File: config.mk
export PLATFORM = sky130hd
export DESIGN_NAME = instr_queue_flat
export DESIGN_NICKNAME = d
export VERILOG_FILES = /design/src/rtl/instr_queue_if.sv /design/src/rtl/instr_queue.sv /design/src/flat_wrapper.sv
export SDC_FILE = /design/constraint.sdc
export NUM_CORES = 2
export LEC_CHECK = 0
export ABC_AREA = 1
export CORE_ASPECT_RATIO = 0.5
export CORE_MARGIN = 5
export CORE_UTILIZATION = 35
export CTS_CLUSTER_SIZE = 30
export DETAILED_ROUTE_END_ITERATION = 16
export GPL_TIMING_DRIVEN = 1
export HOLD_SLACK_MARGIN = 0.06
export SLEW_MARGIN = 10
export SYNTH_ARGS = -nofsm -noshare
export SYNTH_HDL_FRONTEND = slang
export SYNTH_SLANG_ARGS = --single-unit
File: constraint.sdc
create_clock -name clk -period 20.6 [get_ports clk]
set_input_delay 2.06 -clock clk [delete_from_list [all_inputs] [get_ports clk]]
set_output_delay 2.06 -clock clk [all_outputs]
set_load 0.01 [all_outputs]
File: src/rtl/instr_queue_if.sv
// rtl/instr_queue_if.sv - upstream enqueue, downstream dequeue and status signals of instr_queue
interface instr_queue_if #(
  parameter int DEPTH  = 8,
  parameter int CW_W   = 160,
  parameter int RVFI_W = 224
);
  localparam int CNT_W = $clog2(DEPTH + 1);

  logic              ld_iq;
  logic [CW_W-1:0]   cw_in;
  logic [RVFI_W-1:0] rvfi_in;
  logic              iq_ack;
  logic              flush_ip;
  logic              deq_ready;
  logic              deq_valid;
  logic [CW_W-1:0]   cw_out;
  logic [RVFI_W-1:0] rvfi_out;
  logic [CNT_W-1:0]  count;
  logic              full;
  logic              empty;

  modport master (
    output ld_iq, cw_in, rvfi_in, flush_ip, deq_ready,
    input  iq_ack, deq_valid, cw_out, rvfi_out, count, full, empty
  );

  modport slave (
    input  ld_iq, cw_in, rvfi_in, flush_ip, deq_ready,
    output iq_ack, deq_valid, cw_out, rvfi_out, count, full, empty
  );
endinterface

File: src/rtl/instr_queue.sv
// rtl/instr_queue.sv - in-order instruction FIFO between fetch and dispatch with mispredict flush
module instr_queue #(
  parameter int DEPTH  = 8,
  parameter int CW_W   = 160,
  parameter int RVFI_W = 224
) (
  input  logic          clk,
  input  logic          rst,
  instr_queue_if.slave  q
);
  localparam int PTR_W = $clog2(DEPTH);
  localparam int CNT_W = $clog2(DEPTH + 1);

  logic [CW_W-1:0]   cw_mem   [DEPTH];
  logic [RVFI_W-1:0] rvfi_mem [DEPTH];
  logic [PTR_W-1:0]  head;
  logic [PTR_W-1:0]  tail;
  logic [CNT_W-1:0]  count;
  logic              full;
  logic              empty;
  logic              deq;
  logic              ack;
  logic              enq;

  // During a flush every request is acked and dropped so upstream never stalls on a dead queue.
  always_comb begin
    empty = (count == '0);
    full  = (count == CNT_W'(DEPTH));
    deq   = !empty && q.deq_ready && !q.flush_ip;
    ack   = q.ld_iq && (q.flush_ip || !full || deq);
    enq   = ack && !q.flush_ip;
  end

  assign q.iq_ack    = ack;
  assign q.deq_valid = !empty;
  assign q.cw_out    = empty ? '0 : cw_mem[head];
  assign q.rvfi_out  = empty ? '0 : rvfi_mem[head];
  assign q.count     = count;
  assign q.full      = full;
  assign q.empty     = empty;

  always_ff @(posedge clk) begin
    if (enq) begin
      cw_mem[tail]   <= q.cw_in;
      rvfi_mem[tail] <= q.rvfi_in;
    end
  end

  always_ff @(posedge clk or negedge rst) begin
    if (!rst) begin
      head  <= '0;
      tail  <= '0;
      count <= '0;
    end else if (q.flush_ip) begin
      head  <= '0;
      tail  <= '0;
      count <= '0;
    end else begin
      if (deq) head <= head + PTR_W'(1);
      if (enq) tail <= tail + PTR_W'(1);
      case ({enq, deq})
        2'b10:   count <= count + CNT_W'(1);
        2'b01:   count <= count - CNT_W'(1);
        default: count <= count;
      endcase
    end
  end
endmodule

File: src/flat_wrapper.sv
// flat-port wrapper written by rule: the top's interface ports become plain ports
module instr_queue_flat 
#(
  parameter int DEPTH  = 8,
  parameter int CW_W   = 160,
  parameter int RVFI_W = 224
)
  (clk, rst, q_ld_iq, q_cw_in, q_rvfi_in, q_flush_ip, q_deq_ready, q_iq_ack, q_deq_valid, q_cw_out, q_rvfi_out, q_count, q_full, q_empty);
  instr_queue_if #(.DEPTH(DEPTH), .CW_W(CW_W), .RVFI_W(RVFI_W)) q_i ();
  input  logic clk;
  input  logic rst;
  input wire logic [$bits(q_i.ld_iq)-1:0] q_ld_iq;
  input wire logic [$bits(q_i.cw_in)-1:0] q_cw_in;
  input wire logic [$bits(q_i.rvfi_in)-1:0] q_rvfi_in;
  input wire logic [$bits(q_i.flush_ip)-1:0] q_flush_ip;
  input wire logic [$bits(q_i.deq_ready)-1:0] q_deq_ready;
  output wire logic [$bits(q_i.iq_ack)-1:0] q_iq_ack;
  output wire logic [$bits(q_i.deq_valid)-1:0] q_deq_valid;
  output wire logic [$bits(q_i.cw_out)-1:0] q_cw_out;
  output wire logic [$bits(q_i.rvfi_out)-1:0] q_rvfi_out;
  output wire logic [$bits(q_i.count)-1:0] q_count;
  output wire logic [$bits(q_i.full)-1:0] q_full;
  output wire logic [$bits(q_i.empty)-1:0] q_empty;
  assign q_i.ld_iq = q_ld_iq;
  assign q_i.cw_in = q_cw_in;
  assign q_i.rvfi_in = q_rvfi_in;
  assign q_i.flush_ip = q_flush_ip;
  assign q_i.deq_ready = q_deq_ready;
  assign q_iq_ack = q_i.iq_ack;
  assign q_deq_valid = q_i.deq_valid;
  assign q_cw_out = q_i.cw_out;
  assign q_rvfi_out = q_i.rvfi_out;
  assign q_count = q_i.count;
  assign q_full = q_i.full;
  assign q_empty = q_i.empty;
  instr_queue #(.DEPTH(DEPTH), .CW_W(CW_W), .RVFI_W(RVFI_W)) u_core (.clk(clk), .rst(rst), .q(q_i));
endmodule
==> results.md <==
* Outcome: finished clean
* Setup violations, final at 0
* Final Non-Filler Cells at 14,200
* Pwr dens at 120 nW/um2
* Post-DP Area at 132,000 um2
* Design Power at approximately 0.017 W
* Worst setup SP type: flip-flop
* Worst-path fanout max at 100
* GP Congestion at a little under 0.8
* Clock power frac at 0.310
* Number of port buffers at 780
* NumNets Final at slightly below 10,000
* Worst path cell trace: buf_4, buf_4, buf_4, buf_4, o21ai_0, o32ai_1, o21ai_0, nor2_1, clkdlybuf4s50_1
* Die Y-Extent at 424 um
* Worst skew pair latency at ~0.85 ns
* CP required at 18.54 ns
* Total setup buffers inserted after CTS at 0
* DP HPWL at roughly 180 mm
* CTS resizes at 0
* First-pass DRT Iterations at 6
* Largest area contributor in the netlist: edfxtp_1
* Top cell type's share of synthesized area at 0.769
* Syn Area/Cell at 13.6 um2
* Mapped Nets at 9,197
* Max Clock Freq at ~120 MHz
* # clock sinks at 3,082
* Sw Share at 0.312
* Vias/cell at between 5 and 6
* Area contributors post-synth: edfxtp_1, nor2_1, o32ai_1
* Placed Instances at ~14,000
* Count of pins over their slew limit at 0
* Number of routed nets with antenna violations at 0
* Synth Flop Type: edfxtp_1
* CTS Buf Count at slightly below 300
* Skew final at 0.0401 ns
* Combinational Power Share at 0.275
* Most common cell in the netlist: nor2_1
* Die ar. at 355,000 um2
* Crit path DAT at 6.30 ns
* Crit path max-delay cell type: buf_4
* CORE AREA at approximately 340,000 um2
* Synth Cell Area at between 100,000 and 150,000 um2
* RSZ-0062 raised after global routing: false
* Synth unique cells at 22
* Crit path setup slack, layout at 12.24 ns
* Largest net degree at the start of global routing at 259
* Number of synthesis warnings at 0
* Initial Util at 0.353
* Global-route wire length before repair at a little under 500 mm
* Worst Setup End Kind: output port
* Remaining DRCs at 0
* Vias in the first global route at roughly 70,000
* Synthesized flop and latch total at 3,082
* Routed length per placed instance at 23.6 um
* Seq/Total Area, Yosys at 0.772
* H-Tree Depth at 5
* CTS tree: yes
* Buf+Inv Stages, Crit Path at 5
* P&R area growth vs syn at 17.5%
* Final instance area at 141,000 um2
* Worst VDD drop at 115 uV
* Setup tns final at 0 ns
* Via count at around 74,000
* # rows at 151
* Synth cell count leaders: nor2_1, edfxtp_1, o21ai_0, o32ai_1, clkbuf_1
* Rel. slew slack at 0.188
* Place WS at 13.04 ns
* Final Hold Fails at 0
* Global Route Usage Sum at 0.180
* Share of layout cells above drive strength 1 at 0.0541
* Io pins at 781
* Final Critical Period at 8.36 ns
* Worst hold path class: flip-flop to flip-flop
* Net load switching power at around 0.0053 W
* Clock Tree Root: clkbuf_16
* Clock-pin transition on the worst setup and hold timing paths at 0.06 ns
* Iteration-0 DRC Markers at 7,406
* Post-synth ARST share at 0.00324
* Final worst path period share at 0.406
* Most used cell along the critical path: buf_4
* Total gr overflow at 0
* Clock buffer depth at 4
* Syn Inst Count at 8,804
* Die W at 838 um
* Largest delay share family, worst path: buffers and inverters
* Cts hold-fix bufs at 0
* Seq pwr share at 0.415
* Largest stage delay, worst path at 0.90 ns
* Pint at 0.0117 W
* Least-Margin Pin Slew at 1.22 ns
* Routed WL at 334 mm
* Setup CP Type: flip-flop to output port
* Number of max-cap violations at 0
* Initial antenna violation count at roughly 130
* P_leak at 44.6 nW
* Post-synth EDFFs at 3,072
[per-layer routing]
layer	track usage	wire (um)	vias to the layer above
li1	-	-	33900
met1	0.214	128000	37700
met2	0.324	175000	2247
met3	0.0216	14600	681
met4	0.0856	16700	2
met5	0	13	-
[sequential cells by signal (all words and copies together) (netlist names)]
name / flops
u_core.rvfi_mem: 1792
u_core.cw_mem: 1280
u_core.head: 3
u_core.tail: 3
u_core.q.count: 4
[metrics by stage]
| step | utilization | hold WS (ns) |
|---|---|---|
| 3_3_place_gp | 0.387 | 0.539 |
| 2_1_floorplan | - | 0.550 |
| 3_5_place_dp | 0.387 | 0.564 |
| 4_1_cts | 0.414 | 0.574 |
| 5_1_grt | 0.414 | 0.612 |
| 6_report | 0.414 | 0.575 |
[cell type report]
type,count,area (um2)
Sequential cell,3082,92500
Multi-Input combinational cell,5065,24400
Inverter,17,87.6
Clock buffer,376,7920
Timing Repair Buffer,902,8910
Antenna cell,60,150
Clock inverter,135,1190
Tap cell,4513,5650
Fill cell,30800,199000
[cell families after synthesis]
| kind of cell | synth area share |
|---|---|
| simple gates | 0.0980 |
| flops | 0.772 |
| compound gates | 0.105 |
| buf+inv | 0.0251 |
| fa+ha+maj | 0.000417 |
| xor+xnor | 0.0000731 |
[final timing paths]
kind / startpoint / cells past startpoint / endpoint / slack (ns)
min: u_core.q.count[0]$_DFFE_PN0P_ / 1 / u_core.q.count[0]$_DFFE_PN0P_ / 0.58
max in group asynchronous: rst / 1 / u_core.head[1]$_DFFE_PN0P_ / 18.59
min in group asynchronous: rst / 1 / u_core.head[2]$_DFFE_PN0P_ / 1.57
max: u_core.head[1]$_DFFE_PN0P_ / 9 / q_cw_out[73] / 12.24
min reg2reg: u_core.q.count[0]$_DFFE_PN0P_ / 1 / u_core.q.count[0]$_DFFE_PN0P_ / 0.58
max reg2reg: u_core.q.count[0]$_DFFE_PN0P_ / 12 / u_core.cw_mem[7][36]$_DFFE_PP_ / 15.01
[worst register-to-register path: cells and delay by family (launching register included)]
family	cells	cell delay, ns
buffers and inverters	4	3.28
and+or+nand+nor	7	1.24
DFF	1	0.44
AOI/OAI and AO/OA	1	0.20
[cells in the final DEF, fill, tap and decap left out, drive strengths merged, types with 4 or more instances in the layout]
cell	instances
clkbuf	376
nand3	7
bufinv	20
o21ai	1158
clkinvlp	6
o32ai	768
buf	122
clkinv	98
ha	4
inv	28
diode	60
clkdlybuf4s50	780
dfrtp	10
nor2	3087
a21oi	6
edfxtp	3072
nand2	29
[power groups by stage]
stage / Clock, W / Combinational, W / Sequential [W]
floorplan: 0 / 0.00271 / 0.00719
global placement: 0 / 0.00468 / 0.00716
detailed placement: 0 / 0.00471 / 0.00716
CTS: 0.00536 / 0.00472 / 0.00703
global route: 0.00563 / 0.00506 / 0.00703
finish: 0.00526 / 0.00466 / 0.00703
Power figures use the tool's default switching activity.
